[src/rtl/sipo_framed.sv]
// Framed serial-in / parallel-out shift register with a double-buffered output word.
// Serial bits are shifted in while in_bit_valid is high. A bit with in_frame set always
// starts a new word. The parallel word is handed off through a valid/ready holding
// register, and the block reports overruns and resync aborts.
module sipo_framed #(
    parameter int unsigned BITS        = 8,
    parameter bit          SHIFT_RIGHT = 1'b1
) (
    input  logic                   in_clk,
    input  logic                   in_rst,
    input  logic                   in_serial,
    input  logic                   in_bit_valid,
    input  logic                   in_frame,
    output logic [BITS-1:0]        out_parallel,
    output logic                   out_valid,
    input  logic                   in_ready,
    output logic                   out_busy,
    output logic [$clog2(BITS):0]  out_bitcount,
    output logic                   out_overrun,
    output logic                   out_frame_err,
    input  logic                   in_clr_err
);

    localparam int unsigned CntW = $clog2(BITS) + 1;
    localparam logic [CntW-1:0] LastCnt = CntW'(BITS - 1);

    typedef enum logic [0:0] {
        StIdle,
        StShift
    } state_e;

    state_e            state_q;
    logic [BITS-1:0]   shreg_q;
    logic [CntW-1:0]   cnt_q;
    logic [BITS-1:0]   hold_q;
    logic              valid_q;
    logic              ovr_q;
    logic              ferr_q;

    logic [BITS-1:0]   first_word;
    logic [BITS-1:0]   next_word;
    logic              bit_start;
    logic              bit_take;
    logic              complete;
    logic              handshake;
    logic              accept_word;

    // Shift-register images: word holding only the new bit, and the register after one shift.
    always_comb begin
        if (SHIFT_RIGHT) begin
            first_word = {in_serial, {(BITS-1){1'b0}}};
            next_word  = {in_serial, shreg_q[BITS-1:1]};
        end else begin
            first_word = {{(BITS-1){1'b0}}, in_serial};
            next_word  = {shreg_q[BITS-2:0], in_serial};
        end
    end

    // Decode the per-cycle events that drive the FSM and the output buffer.
    always_comb begin
        bit_start   = in_bit_valid && in_frame;
        bit_take    = in_bit_valid && !in_frame;
        complete    = (state_q == StShift) && bit_take && (cnt_q == LastCnt);
        handshake   = valid_q && in_ready;
        // A completed word gets in if the buffer is empty or is drained on this same edge.
        accept_word = complete && (!valid_q || in_ready);
    end

    // Receive FSM, shift register, holding register and status flags.
    always_ff @(posedge in_clk or negedge in_rst) begin
        if (!in_rst) begin
            state_q <= StIdle;
            shreg_q <= '0;
            cnt_q   <= '0;
            hold_q  <= '0;
            valid_q <= 1'b0;
            ovr_q   <= 1'b0;
            ferr_q  <= 1'b0;
        end else begin
            ferr_q <= 1'b0;

            // The load below overrides the clear when a new word lands on a handshake edge.
            if (handshake) begin
                valid_q <= 1'b0;
            end
            if (accept_word) begin
                hold_q  <= next_word;
                valid_q <= 1'b1;
            end

            // Setting an overrun wins over a simultaneous clear request.
            if (complete && !accept_word) begin
                ovr_q <= 1'b1;
            end else if (in_clr_err) begin
                ovr_q <= 1'b0;
            end

            case (state_q)
                StIdle: begin
                    if (bit_start) begin
                        shreg_q <= first_word;
                        cnt_q   <= CntW'(1);
                        state_q <= StShift;
                    end
                end
                StShift: begin
                    if (bit_start) begin
                        // Resync: drop the partial word and restart on this bit.
                        ferr_q  <= 1'b1;
                        shreg_q <= first_word;
                        cnt_q   <= CntW'(1);
                    end else if (bit_take) begin
                        shreg_q <= next_word;
                        if (cnt_q == LastCnt) begin
                            cnt_q   <= '0;
                            state_q <= StIdle;
                        end else begin
                            cnt_q <= cnt_q + 1'b1;
                        end
                    end
                end
                default: begin
                    state_q <= StIdle;
                end
            endcase
        end
    end

    assign out_parallel  = hold_q;
    assign out_valid     = valid_q;
    assign out_busy      = (state_q == StShift);
    assign out_bitcount  = cnt_q;
    assign out_overrun   = ovr_q;
    assign out_frame_err = ferr_q;

endmodule

[config.mk]
export PLATFORM = sky130hd
export DESIGN_NAME = sipo_framed
export DESIGN_NICKNAME = d
export VERILOG_FILES = /design/src/rtl/sipo_framed.sv
export SDC_FILE = /design/constraint.sdc
export NUM_CORES = 1
export LEC_CHECK = 0
export CAP_MARGIN = 25
export CELL_PAD_IN_SITES_DETAIL_PLACEMENT = 1
export CELL_PAD_IN_SITES_GLOBAL_PLACEMENT = 2
export CORE_ASPECT_RATIO = 0.9
export CORE_MARGIN = 4
export CORE_UTILIZATION = 29
export CTS_CLUSTER_DIAMETER = 200
export DETAILED_ROUTE_END_ITERATION = 10
export GPL_TIMING_DRIVEN = 0
export PLACE_DENSITY_LB_ADDON = 0.1
export SETUP_SLACK_MARGIN = 0.05
export SLEW_MARGIN = 5
export SYNTH_ARGS = -nofsm -noshare
export SYNTH_HDL_FRONTEND = slang
export SYNTH_SLANG_ARGS = --single-unit
[constraint.sdc]
create_clock -name in_clk -period 1.5 [get_ports in_clk]
set_input_delay 0.225 -clock in_clk [delete_from_list [all_inputs] [get_ports in_clk]]
set_output_delay 0.225 -clock in_clk [all_outputs]
set_load 0.03 [all_outputs]
==> key figures, run 1 <==
Placement
  – Placed cells: around 150
  – Placer congestion estimate: between 0.6 and 0.7
  – Post-detail-place hpwl: 1.676 mm
  – Number of port buffers: 21

Layout
  – Syn-to-layout area delta: 36.09%
  – Core Util, Final: 0.4167
  – Filler Cell Count: 387
  – Post-layout nets: 128
  – Share of cells above drive strength 1: 0.2353
  – Ant diodes: 0
  – Final instance count without filler cells: approximately 160

STA
  – WHS: 0.2475 ns
  – RSZ-0062 raised after global routing: true
  – Minimum clock period: approximately 1.4 ns
  – Clock Skews: about 0.0029 ns
  – Slew @ Worst Pin: roughly 0.52 ns
  – Slew Viols, Final: 0
  – Final hold vios: 0
  – Fmax: roughly 700 MHz
  – Rel. slew slack: 0.6556
  – # setup viols final: 0
  – Fin crit share: 0.9555

Setup path
  – CP peak stage delay: 0.40 ns
  – Worst path buffer plus inverter count: 1
  – Slowest-stage cell, CP: dfrtp_2
  – Worst path top cell family by delay: flip-flops
  – Critical path type: flip-flop to flip-flop
  – Ordered list of cells on the worst path: ha_4 -> nand2_2 -> and3b_1 -> buf_6 -> mux2_4
  – Worst EP required: ~1.7 ns
  – Critical Path Start Type: flip-flop
  – Setup crit end kind: flip-flop
  – Crit-path max FO: 8
  – CP arrival: ~1.6 ns

Logic synthesis
  – Leading register cell type out of synthesis: dfrtp_1
  – Post-Syn Instances: 87
  – Synth Warn #: 0
  – Post-synthesis net count: 95
  – Cell with the most instances after synthesis: dfrtp_1
  – Synth cell types: 28
  – Cell taking the most area after synthesis: dfrtp_1
  – EDFF count, synth: 0
  – Avg Inst Size Synth: around 12 sq um
  – Syn Std Cell Area: 1057 sq um
  – Async set or reset register ratio after synthesis: 1.000
  – Area contributors post-synth: dfrtp_1 (54%), mux2_4 (11%), a2bb2oi_1 (5.8%)
  – Most frequent cells after synthesis: dfrtp_1 (23), inv_1 (10), o22ai_1 (9), mux2_4 (8), a2bb2oi_1 (7)
  – Yosys reg bits: 23
  – Register area share after synthesis: 0.5444
  – Synth top area share: 0.5444

Detailed routing
  – Initial DRC Count: 13
  – DRT Wirelength: 2.428 mm
  – # DRC: 0
  – WL/cell: about 15 microns
  – Router iterations before antenna repair: 3
  – ANT nets after route: 0
  – DR vias: slightly below 800
  – Routed vias/inst: around 4.9

Power and ir drop
  – Comb power frac: 0.370
  – NetSw: about 0.65 mW
  – Int Pwr: 1.248 mW
  – Clock power share: 0.201
  – Switching Fraction: 0.3436
  – Leakage: a little under 0.7 nW
  – Sequential share of power: 0.429
  – Peak VDD IR: 0.7033 mV
  – Pwr/cell area: 1321 nW/um^2

Clock network
  – # hold bufs at CTS: 0
  – CTS tree: yes
  – Clk sinks: 23
  – Clk Latency, worst-skew pair: 0.26 ns
  – Cts bufs inserted: 3
  – H-tree depth: 1
  – Worst-path clk slew: around 0.080 ns
  – Clock Tree Buf Depth: 2
  – Root Driver: clkbuf_8

Floorplan
  – Initial Util: 0.3062
  – Die Wd: approximately 72 microns
  – Core region area: between 3000 and 4000 sq um
  – I/O pin cnt: 23
  – Die area: around 4700 sq um
  – Rows: 20
  – Die H: around 65 microns

Global routing
  – First-pass GRT wire length: around 4.2 mm
  – Pin count of the biggest net entering global routing: 16
  – Gr usage total: 0.1155
  – Grt total ovfl: 0
  – Initial antenna violation count: 0
  – Vias in the first global route: about 860

Flow run
  – Max Cap Violations: 0

Min path
  – Hold Path Class: primary input to flip-flop

Run status
  – Status: finished, final reports clean
==> final timing paths <==
path                                 start         endpoint  slack (ns)  cells after the start
min in group asynchronous           in_rst  out_parallel[5]        0.30                      1
min reg2reg                out_parallel[0]  out_parallel[0]        0.51                      1
min                           in_bit_valid  out_bitcount[0]        0.25                      2
max reg2reg                out_bitcount[1]  out_parallel[0]        0.07                      5
max                        out_bitcount[1]  out_parallel[0]        0.07                      5
max in group asynchronous           in_rst  out_bitcount[1]        0.74                      2
==> layout make-up <==
cell class	count	area [sq um]	area share
Multi-Input combinational cell	48	420.4	0.2922
Clock buffer	4	45.04	0.03130
Timing Repair Buffer	28	261.5	0.1817
Sequential cell	23	580.6	0.4035
Buffer	6	38.79	0.02696
Inverter	10	37.54	0.02609
Tap cell	44	55.05	0.03826
==> per-layer routing <==
metal,global-route usage,routed length (microns)
met1,0.1535,1184
met2,0.1881,1112
met3,0.03364,106
met4,0.02113,24
met5,0,0
==> power groups by stage <==
stage	Combinational, mW	Clock (mW)	Sequential (mW)
final	0.703	0.383	0.815
after global routing	0.769	0.423	0.834
after CTS	0.700	0.400	0.815
after detailed placement	0.680	0	0.848
after global placement	0.666	0	0.845
after floorplan	0.256	0	0.995
==> cell usage in the layout (no fill, tap or decap), drive strengths merged <==
cell type / n
nand4: 1
clkbuf: 7
mux2: 9
a31oi: 1
or4b: 1
o22ai: 9
nand3: 1
a2bb2oi: 7
a22o: 1
nand2: 4
ha: 1
nor3: 1
o21ai: 2
and2: 1
dfrtp: 23
and3b: 2
a221o: 1
buf: 10
clkdlybuf4s50: 4
dlygate4sd2: 17
and4b: 1
nand2b: 1
a21oi: 1
nor2b: 1
and4bb: 1
inv: 10
nor2: 1
==> state kept, by name, indices dropped and copies added (netlist names) <==
register       flops
out_bitcount       4
out_frame_err      1
shreg_q            7
out_valid          1
out_overrun        1
out_busy           1
out_parallel       8
==> repair_timing <==
item	CTS	global route
setup endpoints to repair	24	9
pin swaps	1	1
gates resized for setup	17	0
setup buffers	5	1
==> worst reg2reg max path: stages, from the launching register on <==
cell and delay, ns:
dfrtp_2 0.40, ha_4 0.16, nand2_2 0.06, and3b_1 0.22, buf_6 0.16, mux2_4 0.32
==> cell families (layout without fill, tap and decap cells) <==
logic type / after synthesis / after routing / synth area share
fa+ha+maj: 1 / 1 / 0.01183
compound gates: 22 / 22 / 0.1491
simple gates: 16 / 16 / 0.09823
flops: 23 / 23 / 0.5444
mux: 9 / 9 / 0.1243
buf+inv: 16 / 48 / 0.07219
==> per-stage QoR <==
step,total power [mW],setup TNS (ns),setup slack [ns],instance area (sq um)
floorplan,1.251,0,0.003962,1077
CTS,1.915,0,0.05026,1431
global placement,1.511,-5.518,-0.3584,1343
detailed placement,1.529,-2.873,-0.3486,1370
global route,2.027,0,0.004440,1439
finish,1.901,0,0.06674,1439
Note: power is estimated with default switching activity, not from simulation.
==> inputs of run 2 (changes only) <==
--- a/config.mk
+++ b/config.mk
@@ -10,13 +10,12 @@
 export CELL_PAD_IN_SITES_GLOBAL_PLACEMENT = 2
 export CORE_ASPECT_RATIO = 0.9
 export CORE_MARGIN = 4
-export CORE_UTILIZATION = 29
+export CORE_UTILIZATION = 34
 export CTS_CLUSTER_DIAMETER = 200
 export DETAILED_ROUTE_END_ITERATION = 10
 export GPL_TIMING_DRIVEN = 0
 export PLACE_DENSITY_LB_ADDON = 0.1
 export SETUP_SLACK_MARGIN = 0.05
-export SLEW_MARGIN = 5
 export SYNTH_ARGS = -nofsm -noshare
 export SYNTH_HDL_FRONTEND = slang
 export SYNTH_SLANG_ARGS = --single-unit
==> constraint.sdc (replaced) <==
create_clock -name in_clk -period 1.82 [get_ports in_clk]
set_input_delay 0.273 -clock in_clk [delete_from_list [all_inputs] [get_ports in_clk]]
set_output_delay 0.273 -clock in_clk [all_outputs]
set_load 0.03 [all_outputs]
==> key figures, run 2 (synthesis gave the netlist of run 1 again) <==
Run status
  – Status: finished, final reports clean

STA
  – Fmax: a little under 600 MHz
  – Fin crit share: 0.9284
  – Rel. slew slack: 0.6127
  – Final hold vios: 0
  – RSZ-0062 raised after global routing: false
  – Slew @ Worst Pin: 0.5791 ns
  – Total negative slack: 0 ns
  – Slew Viols, Final: 0
  – Clock Skews: slightly below 0.003 ns
  – Minimum clock period: 1.690 ns
  – # setup viols final: 0
  – Final Worst Setup Slack: approximately 0.13 ns

Global routing
  – Gr usage total: 0.1318
  – Initial antenna violation count: 0
  – Pin count of the biggest net entering global routing: 14
  – Vias in the first global route: 812
  – First-pass GRT wire length: about 4 mm
  – Grt total ovfl: 0

Setup path
  – R2R cell count: 5
  – Ordered list of cells on the worst path: clkdlybuf4s50_1
  – Worst path buffer plus inverter count: 1
  – Reg-to-Reg Start: out_bitcount[0]
  – Critical Path Source: out_bitcount[1]
  – Slowest-stage cell, CP: clkdlybuf4s50_1
  – CP Depth: 1
  – CP arrival: between 1 and 1.5 ns
  – Worst EP required: 1.55 ns
  – Setup crit end kind: primary output
  – Critical path type: flip-flop to primary output
  – Worst path top cell family by delay: buffers and inverters
  – Critical Path Start Type: flip-flop
  – Crit-path max FO: 4
  – CP peak stage delay: about 0.7 ns

Clock network
  – H-tree depth: 1
  – Worst-path clk slew: between 0.1 and 0.15 ns
  – Post-CTS setup buffer count: 0
  – Clk Latency, worst-skew pair: between 0.3 and 0.4 ns
  – Clk sinks: 23
  – Clock Tree Buf Depth: 2
  – Cts bufs inserted: 3
  – CTS tree: yes
  – Root Driver: clkbuf_4

Layout
  – Post-layout nets: around 120
  – Core Util, Final: 0.4764
  – Syn-to-layout area delta: 28.88%
  – Most common cell after layout, fill and taps aside: dfrtp_1
  – Share of cells above drive strength 1: 0.1504
  – Filler Cell Count: between 300 and 400
  – Register Area: about 580 sq um
  – Multi-input combinational cell area: 405.4 sq um
  – Ant diodes: 0
  – Most frequent cells in the layout: dfrtp_1 (23), clkdlybuf4s50_1 (17), inv_1 (10)
  – Max reg flops: 8
  – Post-route design area: between 1000 and 1500 sq um

Min path
  – Hold wc startpoint: in_bit_valid
  – Hold Path Class: primary input to flip-flop
  – Hold path depth: 2

Placement
  – Place WS: -0.09178 ns
  – Number of port buffers: 21
  – Post-place instance area: 1333 sq um
  – Post-detail-place hpwl: 1.754 mm
  – Placer congestion estimate: between 0.7 and 0.8

Power and ir drop
  – Peak VDD IR: between 0.4 and 0.5 mV
  – Tot Pwr: 1.441 mW
  – Pwr/cell area: about 1100 nW/um^2
  – Leakage: just over 0.6 nW

Detailed routing
  – # DRC: 0
  – WL/cell: between 15 and 20 microns
  – ANT nets after route: 0
  – Router iterations before antenna repair: 4
  – DR vias: 774
  – Initial DRC Count: 12
  – DRT Wirelength: around 2.4 mm
  – Routed vias/inst: 5.059

Floorplan
  – Core region area: 2860 sq um
  – Die H: 60.90 microns
  – Initial Util: 0.3696
  – Rows: 18
  – Die area: 4067 sq um
  – Die Wd: 66.78 microns
  – I/O pin cnt: 23

Flow run
  – Max Cap Violations: 0
-- run 2: final cells by class --
class | instances | area share
multi-input cells | 48 | 0.2975
well taps | 40 | 0.03673
inverters | 10 | 0.02755
flip-flops and latches | 23 | 0.4224
clock inverters | 1 | 0.003673
plain buffers | 6 | 0.02847
repair buffers | 22 | 0.1671
clock buffers | 3 | 0.01653
-- run 2: worst register-to-register path: stages, from the launching register on --
cell	delay, ns
dfrtp_1	0.44
ha_1	0.26
nand2_1	0.09
and3b_1	0.24
buf_6	0.17
mux2_4	0.31
-- run 2: routing by layer --
metal | routed length [microns] | GRT usage
met3 | 110 | 0.03889
met1 | 1125 | 0.1705
met4 | 34 | 0.05217
met2 | 1083 | 0.2090
met5 | 0 | 0
-- run 2: final timing paths --
kind                                   end  slack [ns]
min in group asynchronous       shreg_q[1]        0.30
setup reg to reg           out_parallel[7]        0.21
setup / recovery           out_bitcount[1]        0.13
hold / removal             out_bitcount[0]        0.24
hold reg to reg            out_parallel[0]        0.52
max in group asynchronous         out_busy        1.03
-- run 2: power breakdown --
group | internal (mW) | switching [mW]
Clock | 0.0824 | 0.157
Sequential | 0.592 | 0.0821
Combinational | 0.248 | 0.280
Total | 0.922 | 0.518
-- run 2: timing repair --
action | in CTS | in global routing
resized for setup | 2 | 2
endpoints found under the setup margin | 2 | 2
hold buffers | 0 | 0
-- run 2: per-stage QoR --
| step | hold slack [ns] | instances |
|---|---|---|
| 6_report | 0.2362 | 153 |
| 5_1_grt | 0.2232 | 153 |
| 4_1_cts | 0.2307 | 153 |
| 3_5_place_dp | 0.4962 | 149 |
| 3_3_place_gp | 0.4918 | 148 |
| 2_1_floorplan | -0.02259 | 87 |
==> inputs of run 3 (changes only) <==
--- a/config.mk
+++ b/config.mk
@@ -12,6 +12,7 @@
 export CORE_MARGIN = 4
 export CORE_UTILIZATION = 34
 export CTS_CLUSTER_DIAMETER = 200
+export CTS_CLUSTER_SIZE = 10
 export DETAILED_ROUTE_END_ITERATION = 10
 export GPL_TIMING_DRIVEN = 0
 export PLACE_DENSITY_LB_ADDON = 0.1
==> results of run 3 <==
Final layout, timing and power as in run 2 (identical DEF).
